--- src/rtl/wdt_pkg.sv ---
// Purpose  : shared types for the watchdog supervisor (FSM states, fault codes, elapsed width).
// Latency  : n/a (types and a pure helper function only).
// Backpres.: n/a.
// Contents : state_t (IDLE/ARMED/WARN/BITE), fault_t (NONE/TIMEOUT/EARLY), EL_W, sat_inc().
package wdt_pkg;

    localparam int EL_W = 16;

    typedef enum logic [2:0] {
        IDLE  = 3'd0,
        ARMED = 3'd1,
        WARN  = 3'd2,
        BITE  = 3'd3
    } state_t;

    typedef enum logic [1:0] {
        FAULT_NONE    = 2'b00,
        FAULT_TIMEOUT = 2'b01,
        FAULT_EARLY   = 2'b10
    } fault_t;

    // Increment that sticks at all-ones instead of wrapping back to zero.
    function automatic logic [EL_W-1:0] sat_inc(input logic [EL_W-1:0] v);
        return (v == '1) ? v : v + 1'b1;
    endfunction

endpackage

--- src/rtl/wdt_pulse_stretch.sv ---
// Purpose  : turns a one-cycle start strobe into a bite level exactly BITE_CYCLES clocks long.
// Latency  : bite rises on the edge that samples start; done is high in the last bite cycle.
// Backpres.: none; a start while bite is already high is not expected and reloads the count.
// Ports    : clk, rst (async active-low), start (in), bite (registered out), done (out, last cycle).
module wdt_pulse_stretch #(
    parameter int BITE_CYCLES = 16
) (
    input  logic clk,
    input  logic rst,
    input  logic start,
    output logic bite,
    output logic done
);

    localparam int CW = (BITE_CYCLES > 1) ? $clog2(BITE_CYCLES) : 1;

    // Counts the remaining bite cycles after the current one.
    logic [CW-1:0] cnt;

    always_ff @(posedge clk or negedge rst) begin
        if (!rst) begin
            bite <= 1'b0;
            cnt  <= '0;
        end else if (start) begin
            bite <= 1'b1;
            cnt  <= CW'(BITE_CYCLES - 1);
        end else if (bite) begin
            if (cnt == '0) begin
                bite <= 1'b0;
            end else begin
                cnt <= cnt - 1'b1;
            end
        end
    end

    assign done = bite && (cnt == '0);

endmodule

--- src/rtl/wdt_supervisor.sv ---
// Purpose  : enables the 1 ms timer, counts its ticks between kicks, raises bark then a stretched bite.
// Latency  : bark/bite/state/elapsed update on the edge that samples the causing tick, kick or arm.
// Backpres.: none; tick_1ms and kick are single-cycle strobes consumed every cycle, ignored in BITE.
// Ports    : clk, rst (async active-low), tick_1ms, kick, arm in; timer_en, elapsed[15:0],
//            bark, bite, fault_code[1:0], state[2:0] out (all registered).
// Option   : define WDT_WINDOW_EN to treat a kick in ARMED with elapsed < WINDOW_MS as a fault.
module wdt_supervisor
    import wdt_pkg::*;
#(
    parameter int TIMEOUT_MS  = 100,
    parameter int WARN_MS     = 80,
    parameter int BITE_CYCLES = 16,
    parameter int WINDOW_MS   = 10
) (
    input  logic            clk,
    input  logic            rst,
    input  logic            tick_1ms,
    input  logic            kick,
    input  logic            arm,
    output logic            timer_en,
    output logic [EL_W-1:0] elapsed,
    output logic            bark,
    output logic            bite,
    output logic [1:0]      fault_code,
    output logic [2:0]      state
);

    generate
        if (TIMEOUT_MS < 1 || TIMEOUT_MS > 65535 || WARN_MS < 1 || WARN_MS >= TIMEOUT_MS ||
            BITE_CYCLES < 1 || WINDOW_MS >= WARN_MS) begin : g_bad_params
            $error("wdt_supervisor: illegal parameter combination");
        end
    endgenerate

    localparam logic [EL_W-1:0] WARN_L = EL_W'(WARN_MS);
    localparam logic [EL_W-1:0] TO_L   = EL_W'(TIMEOUT_MS);
`ifdef WDT_WINDOW_EN
    localparam logic [EL_W-1:0] WIN_L  = EL_W'(WINDOW_MS);
`endif

    state_t          state_q, state_d;
    logic [EL_W-1:0] el_d;
    logic [EL_W-1:0] n;
    logic            bark_d;
    logic [1:0]      fault_d;
    logic            timer_en_d;
    logic            bite_start;
    logic            bite_done;

    wdt_pulse_stretch #(
        .BITE_CYCLES (BITE_CYCLES)
    ) u_stretch (
        .clk   (clk),
        .rst   (rst),
        .start (bite_start),
        .bite  (bite),
        .done  (bite_done)
    );

    always_ff @(posedge clk or negedge rst) begin
        if (!rst) begin
            state_q    <= IDLE;
            elapsed    <= '0;
            bark       <= 1'b0;
            fault_code <= FAULT_NONE;
            timer_en   <= 1'b0;
        end else begin
            state_q    <= state_d;
            elapsed    <= el_d;
            bark       <= bark_d;
            fault_code <= fault_d;
            timer_en   <= timer_en_d;
        end
    end

    always_comb begin
        state_d    = state_q;
        el_d       = elapsed;
        bark_d     = bark;
        fault_d    = fault_code;
        bite_start = 1'b0;
        // Candidate elapsed value: a kick beats a coincident tick.
        n = kick ? '0 : (tick_1ms ? sat_inc(elapsed) : elapsed);

        case (state_q)
            IDLE: begin
                el_d   = '0;
                bark_d = 1'b0;
                if (arm) begin
                    state_d = ARMED;
                    fault_d = FAULT_NONE;
                end
            end

            ARMED: begin
                // Dropping arm outranks any threshold crossing in the same cycle.
                if (!arm) begin
                    state_d = IDLE;
                    el_d    = '0;
                    bark_d  = 1'b0;
                end
`ifdef WDT_WINDOW_EN
                else if (kick && (elapsed < WIN_L)) begin
                    // Kick arrived too soon after the last service: treated as a runaway controller.
                    state_d    = BITE;
                    fault_d    = FAULT_EARLY;
                    bark_d     = 1'b0;
                    bite_start = 1'b1;
                end
`endif
                else begin
                    el_d = n;
                    if (n == WARN_L) begin
                        state_d = WARN;
                        bark_d  = 1'b1;
                    end
                end
            end

            WARN: begin
                if (!arm) begin
                    state_d = IDLE;
                    el_d    = '0;
                    bark_d  = 1'b0;
                end else if (kick) begin
                    state_d = ARMED;
                    el_d    = '0;
                    bark_d  = 1'b0;
                end else begin
                    el_d = n;
                    if (n == TO_L) begin
                        state_d    = BITE;
                        fault_d    = FAULT_TIMEOUT;
                        bark_d     = 1'b0;
                        bite_start = 1'b1;
                    end
                end
            end

            BITE: begin
                // elapsed stays frozen as a record of how far the count got; kick/arm are ignored.
                bark_d = 1'b0;
                if (bite_done) begin
                    state_d = IDLE;
                    el_d    = '0;
                end
            end

            default: begin
                state_d = IDLE;
                el_d    = '0;
                bark_d  = 1'b0;
            end
        endcase

        timer_en_d = (state_d == ARMED) || (state_d == WARN);
    end

    assign state = state_q;

endmodule

--- config.mk ---
export PLATFORM = sky130hd
export DESIGN_NAME = wdt_supervisor
export DESIGN_NICKNAME = d
export VERILOG_FILES = /design/src/rtl/wdt_pkg.sv /design/src/rtl/wdt_pulse_stretch.sv /design/src/rtl/wdt_supervisor.sv
export SDC_FILE = /design/constraint.sdc
export NUM_CORES = 1
export LEC_CHECK = 0
export ABC_CLOCK_PERIOD_IN_PS = 7900
export CORE_MARGIN = 2
export CORE_UTILIZATION = 60
export CTS_BUF_LIST = sky130_fd_sc_hd__clkbuf_4 sky130_fd_sc_hd__clkbuf_8
export CTS_CLUSTER_DIAMETER = 50
export DETAILED_ROUTE_END_ITERATION = 16
export HOLD_SLACK_MARGIN = 0.12
export PLACE_DENSITY = 0.95
export SYNTH_ARGS = -nofsm -noshare
export SYNTH_HDL_FRONTEND = slang
export SYNTH_SLANG_ARGS = --single-unit
--- constraint.sdc ---
create_clock -name clk -period 7.9 [get_ports clk]
set_clock_uncertainty 0.2 [all_clocks]
set_input_delay 1.58 -clock clk [delete_from_list [all_inputs] [get_ports clk]]
set_output_delay 1.58 -clock clk [all_outputs]
set_load 0.01 [all_outputs]
* After elaboration in Yosys (flattened, before gate mapping) *
Cells that the tools add are included.

storage, ports and cells
  input port bits = 5
  register bits = 28
  output and inout port bits = 24

cells by class
  $add $sub $neg = 2
  mux-type cells = 37
  reduce and logical (&&, ||, !) cells = 9
  eq/ne operators = 16

operators with widths
  operator                                               number
  two-way mux 16 bit                                     7
  one-hot mux 16 bit (3 select lines)                    1
  equality test 16 x 7 -> 1 bit (second input constant)  2
  two-way mux 3 bit                                      7
  adder 16 x 1 -> 16 bit (second input constant)         1
  equality test 16 bit (second input constant)           1
  two-way mux 1 bit                                      12
  two-way mux 4 bit                                      3
  inequality test 2 bit (second input constant)          6
  one-hot mux 3 bit (4 select lines)                     1
  equality test 3 x 2 -> 1 bit (second input constant)   3
  two-way mux 2 bit                                      4
  equality test 3 x 1 -> 1 bit (second input constant)   2
  AND reduction 5 bit                                    1
  zero test 4 bit                                        1
  inequality test 4 bit (second input constant)          1
  one-hot mux 2 bit (2 select lines)                     1
  AND reduction 2 bit                                    2
  nonzero test 2 bit                                     2
  subtractor 4 x 1 -> 4 bit (second input constant)      1
  zero test 3 bit                                        1
  inequality test 3 bit (second input constant)          1
  one-hot mux 1 bit (2 select lines)                     1
  logical AND 1 bit                                      1
  logical OR 1 bit                                       1

* Logic depth before layout (Yosys ltp) *
Gate-level depths: netlist of run 1.

  depth after elaboration = 11
  mapped depth = 9
  mapped depth without buffers = 8

* Modules after synthesis *
Synthesis of run 1 repeated with hierarchy kept, for this count alone.

second synthesis, totals
  cells, all modules = 225
  area, all modules = 1,940.6 µm²

modules (own cells, without submodules)
  module             area an instance (µm²)  instances  cells an instance  sequential area each (µm²)
  wdt_supervisor     1,686.6                 1          201                550.5
  wdt_pulse_stretch  254.0                   1          24                 125.1

* Worst setup path after synthesis of run 1 *
Ideal clock, no wire load.

  path kind = in2reg
  from = in tick_1ms
  to = reg u_stretch.bite
  arrival time = 3,624 ps
  cell stages on the path = 8
  path slack = 4,010 ps
  cells stage by stage = buf_2 nand4_2 nor4_1 mux2i_1 nand4b_1 or4_4 or2_4 nand2_1

on the way
  longest elaborated chain between the ends = 8

RTL lines
  what                             line                     RTL
  start, declared                  wdt_supervisor.sv:17     input logic tick_1ms,
  two-way mux 16 bit (2 in a row)  wdt_supervisor.sv:83     n = kick ? '0 : (tick_1ms ? sat_inc(elapsed) : elapsed);
  equality test 16 x 7 -> 1 bit    wdt_supervisor.sv:131    if (n == TO_L) begin
  two-way mux 1 bit                wdt_supervisor.sv:131
  two-way mux 1 bit                wdt_supervisor.sv:125    end else if (kick) begin
  two-way mux 1 bit                wdt_supervisor.sv:121    if (!arm) begin
  two-way mux 1 bit                wdt_supervisor.sv:85     case (state_q)
  two-way mux 1 bit                wdt_pulse_stretch.sv:24  end else if (start) begin
  end signal, assigned             wdt_pulse_stretch.sv:22  bite <= 1'b0;
  end signal, assigned             wdt_pulse_stretch.sv:25  bite <= 1'b1;
  end signal, assigned             wdt_pulse_stretch.sv:29  bite <= 1'b0;
  end, declared                    wdt_pulse_stretch.sv:11  output logic bite,

Every way passes these cells.
A chain may end at the register's enable or synchronous reset.

* Final worst setup path of run 1 *
  from = in tick_1ms
  to = reg u_stretch.cnt[3]

on the way
  longest elaborated chain between the ends = 9
  elaborated cells on any way between the ends = 11
  those cells by class = eq/ne (2); mux (7); reduce/logical (2)

RTL lines
  what                                                                          line                     RTL
  two-way mux 16 bit * (2 in a row)                                             wdt_supervisor.sv:83
  equality test 16 x 7 -> 1 bit *                                               wdt_supervisor.sv:131
  two-way mux 1 bit *                                                           wdt_supervisor.sv:131
  two-way mux 1 bit *                                                           wdt_supervisor.sv:125
  two-way mux 1 bit *                                                           wdt_supervisor.sv:121
  two-way mux 1 bit *                                                           wdt_supervisor.sv:85
  inequality test 2 bit (no line) / nonzero test 2 bit (equally long branches)  -
  AND reduction 2 bit (no line)                                                 -
  end signal, assigned                                                          wdt_pulse_stretch.sv:26  cnt <= CW'(BITE_CYCLES - 1);
  end signal, assigned                                                          wdt_pulse_stretch.sv:31  cnt <= cnt - 1'b1;
  end, declared                                                                 wdt_pulse_stretch.sv:18  logic [CW-1:0] cnt;

Mark *: on every way between the ends. The rest lies on a longest branch, timed or not.

==> summary.txt, run 1 <==
=================================================================================
Synthesized netlist cell count .....................................          223
Internal ...........................................................       169 uW
Commonest cells after routing, fill and taps aside ................. nand2_1, dfrtp_1, clkdlybuf4s50_1
Final slew viol count ..............................................            0
Instance area at placement .........................................  0.00210 mm2
Hold Crit Depth ....................................................            1
Number of CTS-inserted buffers .....................................            3
FILL cells .........................................................          244
Placeable Area .....................................................  0.00300 mm2
Worst reg2reg path depth ...........................................            8
Source-to-sink clock delay at the later pin of the worst-skew pair .       320 ps
Fin crit period ....................................................      4610 ps
Syn avg cell area ..................................................     8.30 um2
Max-Cap Viols ......................................................            0
Element type at the critical path end ..............................    flip-flop
Synthesized area ...................................................  0.00185 mm2
Worst-path maximum fanout ..........................................           16
Final Instance Area ................................................  0.00213 mm2
Detailed-route wire length per cell ................................      15.7 um
Number of post-CTS setup repair buffers ............................            0
Final count of hold timing violations ..............................            0
# hold bufs at CTS .................................................            0
Maximum clock frequency ............................................      217 MHz
Status ............................................................. finished clean
Hold wc startpoint ................................................. fault_code[0]
Total vias in the final route ......................................         1793
Number of optimization iterations in the first detailed-route pass .            4
Power density over the cells .......................................   103 mW/mm2
Post-route clock period utilization ................................        58.3%
Antenna violations before repair ...................................            0
Gate power share ...................................................         7.4%
Type of the worst min-delay path ................................... flip-flop to flip-flop
Number of antenna cells inserted ...................................            0
Static Leak ........................................................     0.842 nW
Final GP Congestion ................................................        0.917
Number of enable flip-flop cells after synthesis ...................            0
Post-synth top area cell ...........................................      dfrtp_1
Initial standard-cell utilization of the core ......................        61.7%
Slew Limit Headroom ................................................        41.1%
CP arrival .........................................................      4680 ps
Post-cts repair resize count .......................................            0
Starting DRC count in detailed routing .............................          128
Top cells by area, synth ........................................... dfrtp_1, nand2_1, o21ai_0
Final net count ....................................................          249
Crit Path Class .................................................... input port to flip-flop
Root Buffer Master .................................................     clkbuf_4
Peak supply drop ...................................................    0.0922 mV
Final Setup Violations .............................................            0
Power share of the sequential group ................................        64.1%
Number of remaining DRC errors .....................................            0
Per-cell via count in the routed design ............................         6.54
Global Route Usage Sum .............................................        26.8%
Area of the die ....................................................  0.00355 mm2
Standard-cell rows .................................................           20
Share of layout cells above drive strength 1 .......................        8.71%
CTS tree ...........................................................        built
Flop2flop setup slack ..............................................      4640 ps
Number of distinct library cells after synthesis ...................           52
Buffer levels on the longest clock path ............................            2
Count of boundary I/O pins .........................................           29
Async set or reset register ratio after synthesis ..................         100%
Sum of negative setup slack ........................................         0 ps
Critical Path Start Type ...........................................   input port
Register Area ......................................................      676 um2
Routed wire length .................................................      4300 um
Height of the die ..................................................      59.6 um
Portion of the post-synthesis area used by sequential elements .....        36.5%
Clock-pin transition on the worst setup and hold timing paths ......       140 ps
Maximum level of the CTS H-tree ....................................            1
Transition at the pin with the smallest max-transition slack .......       872 ps
Dpl hpwl ...........................................................      3110 um
Post-route ant nets ................................................            0
Total net switching power ..........................................      50.8 uW
Number of buffer cells added on primary ports ......................           27
Area share of the leading cell type in the synthesized netlist .....        36.5%
Clock power frac ...................................................        28.6%
Most common library cell in the layout ignoring fill and taps ......      nand2_1
RSZ-0062 raised after global routing ...............................           no
Synth-to-layout area growth ........................................        15.0%
Floorplan die width ................................................      59.6 um
Number of warnings issued by yosys .................................            0
Number of synthesized register bits ................................           27
Clock tree sinks ...................................................           27
End of the worst hold path ......................................... fault_code[0]
Worst EP required ..................................................      7970 ps
Vias in the first global route .....................................         1601
Pin count of the biggest net entering global routing ...............           28
Area of the multi-input gates ......................................  0.00107 mm2
Reg-to-reg startpoint ..............................................   elapsed[0]
Switch share .......................................................        23.1%
Aggregate global routing overflow ..................................            0
End of the worst register-to-register path ......................... u_stretch.cnt[3]
Wire length of the first global-routing pass .......................      7310 um
Most used flip-flop cell after synthesis ...........................      dfrtp_1
=================================================================================
worst max-delay path by stage:
stage / startpoint / to / slack, ps
finish: tick_1ms / u_stretch.cnt[3] / 3290
global placement: tick_1ms / u_stretch.bite / 3100
floorplan: tick_1ms / u_stretch.bite / 4010
global route: tick_1ms / fault_code[0] / 3110
detailed placement: tick_1ms / u_stretch.cnt[2] / 3020
CTS: tick_1ms / u_stretch.cnt[2] / 3370
power groups by stage:
stage / Combinational, mW / Sequential (mW) / Clock [mW]
floorplan: 0.00724 / 0.144 / 0
global placement: 0.0159 / 0.144 / 0
detailed placement: 0.0163 / 0.144 / 0
CTS: 0.0164 / 0.141 / 0.0641
global route: 0.0181 / 0.141 / 0.0710
finish: 0.0162 / 0.141 / 0.0629
critical path, stage by stage:
cell,delay [ps]
clkdlybuf4s50_1,850
nand4_2,360
nor4_1,540
mux2i_1,240
nand4b_1,160
or4_4,590
or2_4,290
nand2_1,70
per-layer routing:
layer  GRT usage [%]  part of all wire, %  routed length [um]
met5               0                    0                   0
met4            7.62                  1.7                  74
met3            3.06                  5.6                 239
met2            44.4                   48                2060
met1            36.9                   45                1920
state kept, by name, summed over array words and instances (netlist names):
register,flops
elapsed,16
u_stretch.cnt,4
state,3
bark,1
fault_code,1
timer_en,1
u_stretch.bite,1
area by class of cell:
class	count	share of cell area, %
multi-input combinational	174	50.3
clock buffer	4	1.41
timing repair buffer	29	13.4
sequential	27	31.7
tap	33	1.94
inverter	7	1.23
stage by stage:
| step | instances | worst slack [ps] | util (%) | hold slack [ps] | total power [mW] |
|---|---|---|---|---|---|
| global placement | 270 | 3100 | 69.9 | 281 | 0.159 |
| CTS | 274 | 3370 | 70.9 | 326 | 0.222 |
| detailed placement | 270 | 3020 | 69.9 | 289 | 0.160 |
| finish | 274 | 3290 | 70.9 | 322 | 0.220 |
| floorplan | 224 | 4010 | - | 279 | 0.151 |
| global route | 274 | 3110 | 70.9 | 350 | 0.230 |
cells in the mapped netlist, types with 3 or more instances:
cell type / instances
clkbuf_1: 7
nor3_1: 9
nor2b_1: 3
nand4_1: 8
buf_2: 4
or2_2: 3
a31oi_1: 4
dfrtp_1: 27
a22o_1: 3
nor4_1: 8
o21ai_0: 18
nand4_2: 4
nand2_1: 29
a21oi_1: 8
o41ai_1: 4
o31ai_1: 3
nor2_1: 16
nand3_1: 8
mux2i_1: 3
inv_1: 7
nand2b_1: 3
xnor2_1: 4
cell families after synthesis:
| group | synth area share, % |
|---|---|
| multiplexers | 2.23 |
| flip-flops | 36.5 |
| other | 0.203 |
| AND/OR/NAND/NOR | 32.7 |
| adder cells (fa/ha/maj) | 1.35 |
| AO/OA/AOI/OAI | 19.3 |
| XOR/XNOR | 1.89 |
| buffers and inverters | 5.88 |
No activity file was read; power rests on OpenSTA's default activity.
==> inputs of run 2 (changes only) <==
--- a/config.mk
+++ b/config.mk
@@ -5,14 +5,14 @@
 export SDC_FILE = /design/constraint.sdc
 export NUM_CORES = 1
 export LEC_CHECK = 0
-export ABC_CLOCK_PERIOD_IN_PS = 7900
+export ABC_CLOCK_PERIOD_IN_PS = 3950
 export CORE_MARGIN = 2
-export CORE_UTILIZATION = 60
+export CORE_UTILIZATION = 50
 export CTS_BUF_LIST = sky130_fd_sc_hd__clkbuf_4 sky130_fd_sc_hd__clkbuf_8
 export CTS_CLUSTER_DIAMETER = 50
 export DETAILED_ROUTE_END_ITERATION = 16
 export HOLD_SLACK_MARGIN = 0.12
-export PLACE_DENSITY = 0.95
+export PLACE_DENSITY = 0.87
 export SYNTH_ARGS = -nofsm -noshare
 export SYNTH_HDL_FRONTEND = slang
 export SYNTH_SLANG_ARGS = --single-unit
==> constraint.sdc (replaced) <==
create_clock -name clk -period 3.95 [get_ports clk]
set_clock_uncertainty 0.2 [all_clocks]
set_input_delay 0.79 -clock clk [delete_from_list [all_inputs] [get_ports clk]]
set_output_delay 0.79 -clock clk [all_outputs]
set_load 0.01 [all_outputs]
==> run 2 against run 1 <==
  * Global-route usage decreased by 3.8 points
  * Utilization decreased by 10 points
  * Critical path depth increased by 1
  * Sequential power increased by 100%
  * Critical endpoint is now u_stretch.bite
  * Highest routed layer unchanged
==> summary.txt, run 2 (synthesis results as in run 1) <==
=================================================================================
Placed cell count ..................................................          288   was 270
Aggregate global routing overflow ..................................            0   unchanged
Final Setup Violations .............................................            0   unchanged
Design Power .......................................................       478 uW   was 220 uW
Final Instance Area ................................................  0.00219 mm2   was 0.00213 mm2
Element type at the critical path end ..............................    flip-flop   unchanged
Post-route ant nets ................................................            0   unchanged
Type of the worst min-delay path ................................... flip-flop to flip-flop   unchanged
Starting DRC count in detailed routing .............................          141   was 128
Per-cell via count in the routed design ............................         6.37   was 6.54
Root Buffer Master .................................................     clkbuf_8   was clkbuf_4
Final count of hold timing violations ..............................            0   unchanged
Final net count ....................................................          252   was 249
Routed wire length .................................................      4590 um   was 4300 um
Status ............................................................. finished clean   unchanged
Number of antenna cells inserted ...................................            0   unchanged
Final slew viol count ..............................................            0   unchanged
Static Leak ........................................................     0.865 nW   was 0.842 nW
Number of remaining DRC errors .....................................            0   unchanged
Largest reg by FF count ............................................      elapsed   unchanged
CP arrival .........................................................      3320 ps   was 4680 ps
Count of boundary I/O pins .........................................           29   unchanged
Max-Cap Viols ......................................................            0   unchanged
Number of buffer cells added on primary ports ......................           27   unchanged
Critical path, cell by cell ........................................ clkdlybuf4s50_1 > nand4_2 > buf_4 > nor3_1 > mux2i_1 > nand4b_1 > or4_4 > or2_4 > nand2_1   was clkdlybuf4s50_1 > nand4_2 > nor4_1 > mux2i_1 > nand4b_1 > or4_4 > or2_4 > nand2_1
Longest individual stage delay on the worst path ...................       590 ps   was 850 ps
Final Instance Count excl. Fillers .................................          292   was 274
Final GP Congestion ................................................        0.997   was 0.917
Slew Limit Headroom ................................................        40.1%   was 41.1%
Antenna violations before repair ...................................            0   unchanged
Cell with the biggest individual delay on the critical path ........        or4_4   was clkdlybuf4s50_1
Power density over the cells .......................................   218 mW/mm2   was 103 mW/mm2
Global Route Usage Sum .............................................        23.0%   was 26.8%
Number of post-CTS setup repair buffers ............................            0   unchanged
Commonest cells after routing, fill and taps aside ................. nand2_1, dfrtp_1, clkdlybuf4s50_1   unchanged
Number of optimization iterations in the first detailed-route pass .            4   unchanged
Total vias in the final route ......................................         1859   was 1793
Buffer levels on the longest clock path ............................            2   unchanged
Wire length of the first global-routing pass .......................      7600 um   was 7310 um
Post-cts repair resize count .......................................            0   unchanged
Standard-cell rows .................................................           22   was 20
Maximum clock frequency ............................................      302 MHz
Instance area at placement .........................................  0.00214 mm2   was 0.00210 mm2
Fin crit period ....................................................      3310 ps
Area of the die ....................................................  0.00421 mm2   was 0.00355 mm2
Sum of negative setup slack ........................................         0 ps   unchanged
Post-route clock period utilization ................................        83.8%
Crit Path Class .................................................... input port to flip-flop   unchanged
Clock tree sinks ...................................................           27   unchanged
Worst EP required ..................................................      3960 ps   was 7970 ps
Initial standard-cell utilization of the core ......................        51.4%   was 61.7%
Share of layout cells above drive strength 1 .......................        9.84%   was 8.71%
CTS tree ...........................................................        built   unchanged
Vias in the first global route .....................................         1711   was 1601
Floorplan die width ................................................      64.9 um   was 59.6 um
Pin count of the biggest net entering global routing ...............           28   unchanged
Clock-pin transition on the worst setup and hold timing paths ......        90 ps   was 140 ps
Core utilization of the finished layout ............................        60.7%   was 70.9%
Maximum level of the CTS H-tree ....................................            1   unchanged
Number of CTS-inserted buffers .....................................            3   unchanged
Synth-to-layout area growth ........................................        18.2%   was 15.0%
Detailed-route wire length per cell ................................      15.7 um   about the same
# hold bufs at CTS .................................................            0   unchanged
Largest register FFs ...............................................           16   unchanged
RSZ-0062 raised after global routing ...............................           no   unchanged
Peak supply drop ...................................................     0.166 mV   was 0.0922 mV
Placeable Area .....................................................  0.00361 mm2   was 0.00300 mm2
Critical Path Start Type ...........................................   input port   unchanged
Source-to-sink clock delay at the later pin of the worst-skew pair .       280 ps   was 320 ps
Transition at the pin with the smallest max-transition slack .......       886 ps   was 872 ps
Worst-path maximum fanout ..........................................            8   was 16
Height of the die ..................................................      64.9 um   was 59.6 um
Dpl hpwl ...........................................................      3280 um   was 3110 um
Most common library cell in the layout ignoring fill and taps ......      nand2_1   unchanged
=================================================================================
## run 2: cell types whose count changed in the layout (fill, tap and decap cells not counted)
cell	before	now
buf_4	2	5
clkbuf_4	4	1
clkbuf_8	0	3
## run 2: critical path: cells and delay by family
kind,cells,cell delay [ps]
buffers and inverters,2,690
muxes,1,320
and+or+nand+nor,6,1520
## run 2: path summary, 6_finish.rpt
path / start / to / slack, ps / cells after the start
max in group asynchronous: rst / elapsed[10] / 2620 / 2
min in group asynchronous: rst / bark / 670 / 2
max reg2reg: elapsed[0] / u_stretch.bite / 790 / 9
min: fault_code[0] / fault_code[0] / 310 / 1
min reg2reg: fault_code[0] / fault_code[0] / 310 / 1
max: tick_1ms / u_stretch.bite / 640 / 9
## run 2: per-layer routing
metal / global-route usage (%) / routed length [um]
met1: 28.7 / 1920
met2: 39.4 / 2240
met3: 3.65 / 324
met4: 9.31 / 99
met5: 0 / 0
## run 2: per-stage QoR
step	setup slack [ps]	hold WS, ps
2_1_floorplan	850	279
3_3_place_gp	421	284
3_5_place_dp	411	295
4_1_cts	677	322
5_1_grt	432	347
6_report	638	311
## run 2: report_power, final
group	total (mW)	switching (mW)	internal, mW
clock network	0.163	0.0837	0.0792
logic	0.0336	0.0196	0.0140
registers	0.282	0.00333	0.278
total	0.478	0.107	0.372
## run 2: layout make-up
class | instances | area, um2
repair buffers | 32 | 308
inverters | 7 | 26.3
flip-flops and latches | 27 | 676
fillers | 304 | 1420
well taps | 48 | 60.1
multi-input cells | 174 | 1070
clock buffers | 4 | 48.8
==> inputs of run 3 (changes only) <==
--- a/config.mk
+++ b/config.mk
@@ -5,14 +5,14 @@
 export SDC_FILE = /design/constraint.sdc
 export NUM_CORES = 1
 export LEC_CHECK = 0
-export ABC_CLOCK_PERIOD_IN_PS = 3950
+export ABC_CLOCK_PERIOD_IN_PS = 3410
 export CORE_MARGIN = 2
-export CORE_UTILIZATION = 50
+export CORE_UTILIZATION = 56
 export CTS_BUF_LIST = sky130_fd_sc_hd__clkbuf_4 sky130_fd_sc_hd__clkbuf_8
 export CTS_CLUSTER_DIAMETER = 50
 export DETAILED_ROUTE_END_ITERATION = 16
 export HOLD_SLACK_MARGIN = 0.12
-export PLACE_DENSITY = 0.87
+export PLACE_DENSITY = 0.92
 export SYNTH_ARGS = -nofsm -noshare
 export SYNTH_HDL_FRONTEND = slang
 export SYNTH_SLANG_ARGS = --single-unit
==> constraint.sdc (replaced) <==
create_clock -name clk -period 3.41 [get_ports clk]
set_clock_uncertainty 0.2 [all_clocks]
set_input_delay 0.682 -clock clk [delete_from_list [all_inputs] [get_ports clk]]
set_output_delay 0.682 -clock clk [all_outputs]
set_load 0.01 [all_outputs]
==> run 3 against run 2 <==
  * Sequential power grew 16%
  * Utilization up 9.6 points
  * Non-clock buffer count rose by 2
  * Sequential share of layout area is 0.12 points higher
  * Critical path type unchanged
  * Critical endpoint is now u_stretch.cnt[1]
==> summary.txt, run 3 (synthesis results as in run 1) <==
=================================================================================
Reg-to-reg startpoint ..............................................   elapsed[0]   unchanged
Final count of hold timing violations ..............................            0   unchanged
Wire length of the first global-routing pass .......................      7600 um   about the same
Floorplan die width ................................................      61.5 um   was 64.9 um
Commonest cells after routing, fill and taps aside ................. nand2_1, dfrtp_1, clkdlybuf4s50_1   unchanged
Buffer levels on the longest clock path ............................            2   unchanged
Routed wire length .................................................      4520 um   was 4590 um
Maximum level of the CTS H-tree ....................................            1   unchanged
Number of antenna cells inserted ...................................            0   unchanged
Largest reg by FF count ............................................      elapsed   unchanged
Area of the die ....................................................  0.00378 mm2   was 0.00421 mm2
Initial standard-cell utilization of the core ......................        59.7%   was 51.4%
RSZ-0062 raised after global routing ...............................           no   unchanged
Number of remaining DRC errors .....................................            0   unchanged
Post-route clock period utilization ................................        90.8%
Power share of the sequential group ................................        63.7%   was 58.9%
Final net count ....................................................          254   was 252
Root Buffer Master .................................................     clkbuf_4   was clkbuf_8
Status ............................................................. finished clean   unchanged
Post-cts repair resize count .......................................            0   unchanged
Total vias in the final route ......................................         1882   was 1859
Number of CTS-inserted buffers .....................................            3   unchanged
Top routing layer used .............................................         met4   unchanged
Slew Limit Headroom ................................................        45.0%   was 40.1%
Starting DRC count in detailed routing .............................          165   was 141
Detailed-route wire length per cell ................................      15.6 um   was 15.7 um
Met3 WL ............................................................       412 um   was 324 um
Height of the die ..................................................      61.5 um   was 64.9 um
Synth-to-layout area growth ........................................        17.8%   was 18.2%
Static Leak ........................................................     0.863 nW   was 0.865 nW
Post-route ant nets ................................................            0   unchanged
Critical Path Start Type ...........................................   input port   unchanged
Internal ...........................................................       384 uW   was 372 uW
Count of boundary I/O pins .........................................           29   unchanged
End of the worst register-to-register path ......................... u_stretch.cnt[1]   was u_stretch.bite
Final slew viol count ..............................................            0   unchanged
Largest register FFs ...............................................           16   unchanged
Worst EP required ..................................................      3490 ps   was 3960 ps
Power density over the cells .......................................   235 mW/mm2   was 218 mW/mm2
Max-Cap Viols ......................................................            0   unchanged
Worst reg2reg path depth ...........................................            9   unchanged
Aggregate global routing overflow ..................................            0   unchanged
# hold bufs at CTS .................................................            0   unchanged
Placeable Area .....................................................  0.00310 mm2   was 0.00361 mm2
CP arrival .........................................................      3180 ps   was 3320 ps
Share of layout cells above drive strength 1 .......................        10.6%   was 9.84%
Vias in the first global route .....................................         1630   was 1711
Number of post-CTS setup repair buffers ............................            0   unchanged
Transition at the pin with the smallest max-transition slack .......       814 ps   was 886 ps
Amount of wire on met2 after detailed routing ......................      2000 um   was 2240 um
End point of the critical path ..................................... u_stretch.cnt[1]   was u_stretch.bite
CTS tree ...........................................................        built   unchanged
Antenna violations before repair ...................................            0   unchanged
Per-cell via count in the routed design ............................         6.49   was 6.37
Pin count of the biggest net entering global routing ...............           28   unchanged
Worst-path maximum fanout ..........................................            5   was 8
Final Setup Violations .............................................            0   unchanged
Start point of the critical path ...................................     tick_1ms   unchanged
Dpl hpwl ...........................................................      3280 um   about the same
Total routed wire length on the met1 layer .........................      2010 um   was 1920 um
Most common library cell in the layout ignoring fill and taps ......      nand2_1   unchanged
Setup ws final .....................................................       315 ps   was 638 ps
Gate power share ...................................................         7.6%   was 7.0%
Design Power .......................................................       514 uW   was 478 uW
Flop2flop setup slack ..............................................       310 ps   was 790 ps
Switch share .......................................................        25.1%   was 22.3%
Global Route Usage Sum .............................................        26.5%   was 23.0%
Clock tree sinks ...................................................           27   unchanged
Crit Path Class .................................................... input port to flip-flop   unchanged
Final GP Congestion ................................................        0.885   was 0.997
Number of optimization iterations in the first detailed-route pass .            5   was 4
Standard-cell rows .................................................           20   was 22
Peak supply drop ...................................................     0.155 mV   was 0.166 mV
Element type at the critical path end ..............................    flip-flop   unchanged
Total net switching power ..........................................       129 uW   was 107 uW
Clock-pin transition on the worst setup and hold timing paths ......       150 ps   was 90 ps
Number of buffer cells added on primary ports ......................           27   unchanged
Maximum clock frequency ............................................      323 MHz
Clock power frac ...................................................        28.7%   was 34.1%
Sum of negative setup slack ........................................         0 ps   unchanged
Source-to-sink clock delay at the later pin of the worst-skew pair .       330 ps   was 280 ps
Type of the worst min-delay path ................................... flip-flop to flip-flop   unchanged
Fin crit period ....................................................      3100 ps
Place WS ...........................................................      26.6 ps   was 411 ps
=================================================================================
-- run 3: layer usage --
layer  vias up  global-route usage, %
li1        882                      -
met1       878                   39.2
met5         -                      0
met2       105                   39.7
met3        17                   3.99
met4         0                   9.12
-- run 3: cell type report --
cell class	count	area (um2)
Tap cell	44	55.1
Clock inverter	1	7.51
Sequential cell	27	676
Fill cell	266	922
Multi-Input combinational cell	174	1070
Clock buffer	3	22.5
Timing Repair Buffer	34	323
Inverter	7	26.3
-- run 3: per-stage QoR --
step | cells | area [um2] | hold slack (ps) | utilization (%)
2_1_floorplan | 224 | 1860 | 186 | -
3_3_place_gp | 286 | 2150 | 289 | 69.3
3_5_place_dp | 286 | 2150 | 301 | 69.3
4_1_cts | 290 | 2180 | 335 | 70.3
5_1_grt | 290 | 2180 | 346 | 70.3
6_report | 290 | 2180 | 338 | 70.3
-- run 3: worst max-delay path, cell delays in order --
cell and delay, ps:
clkdlybuf4s50_1 540, nand4_2 170, nor4_1 330, buf_4 180, mux2i_1 180, nand4b_1 160
or4_4 590, or2_4 290, nand2_1 70
-- run 3: how the worst min path moves through the flow --
stage                    end          start  slack [ps]  cells past startpoint
3_5_place_dp   fault_code[0]  fault_code[0]         300                      1
2_1_floorplan           bark            rst         190                      0
4_1_cts        fault_code[0]  fault_code[0]         340                      1
6_report       fault_code[0]  fault_code[0]         340                      1
5_1_grt        fault_code[0]  fault_code[0]         350                      1
3_3_place_gp   fault_code[0]  fault_code[0]         290                      1
-- run 3: power by group through the flow --
stage          Combinational [mW]  Sequential [mW]  Clock (mW)
2_1_floorplan              0.0168            0.333           0
3_3_place_gp               0.0382            0.333           0
3_5_place_dp               0.0393            0.333           0
4_1_cts                    0.0395            0.327       0.150
5_1_grt                    0.0437            0.328       0.165
6_report                   0.0393            0.327       0.147
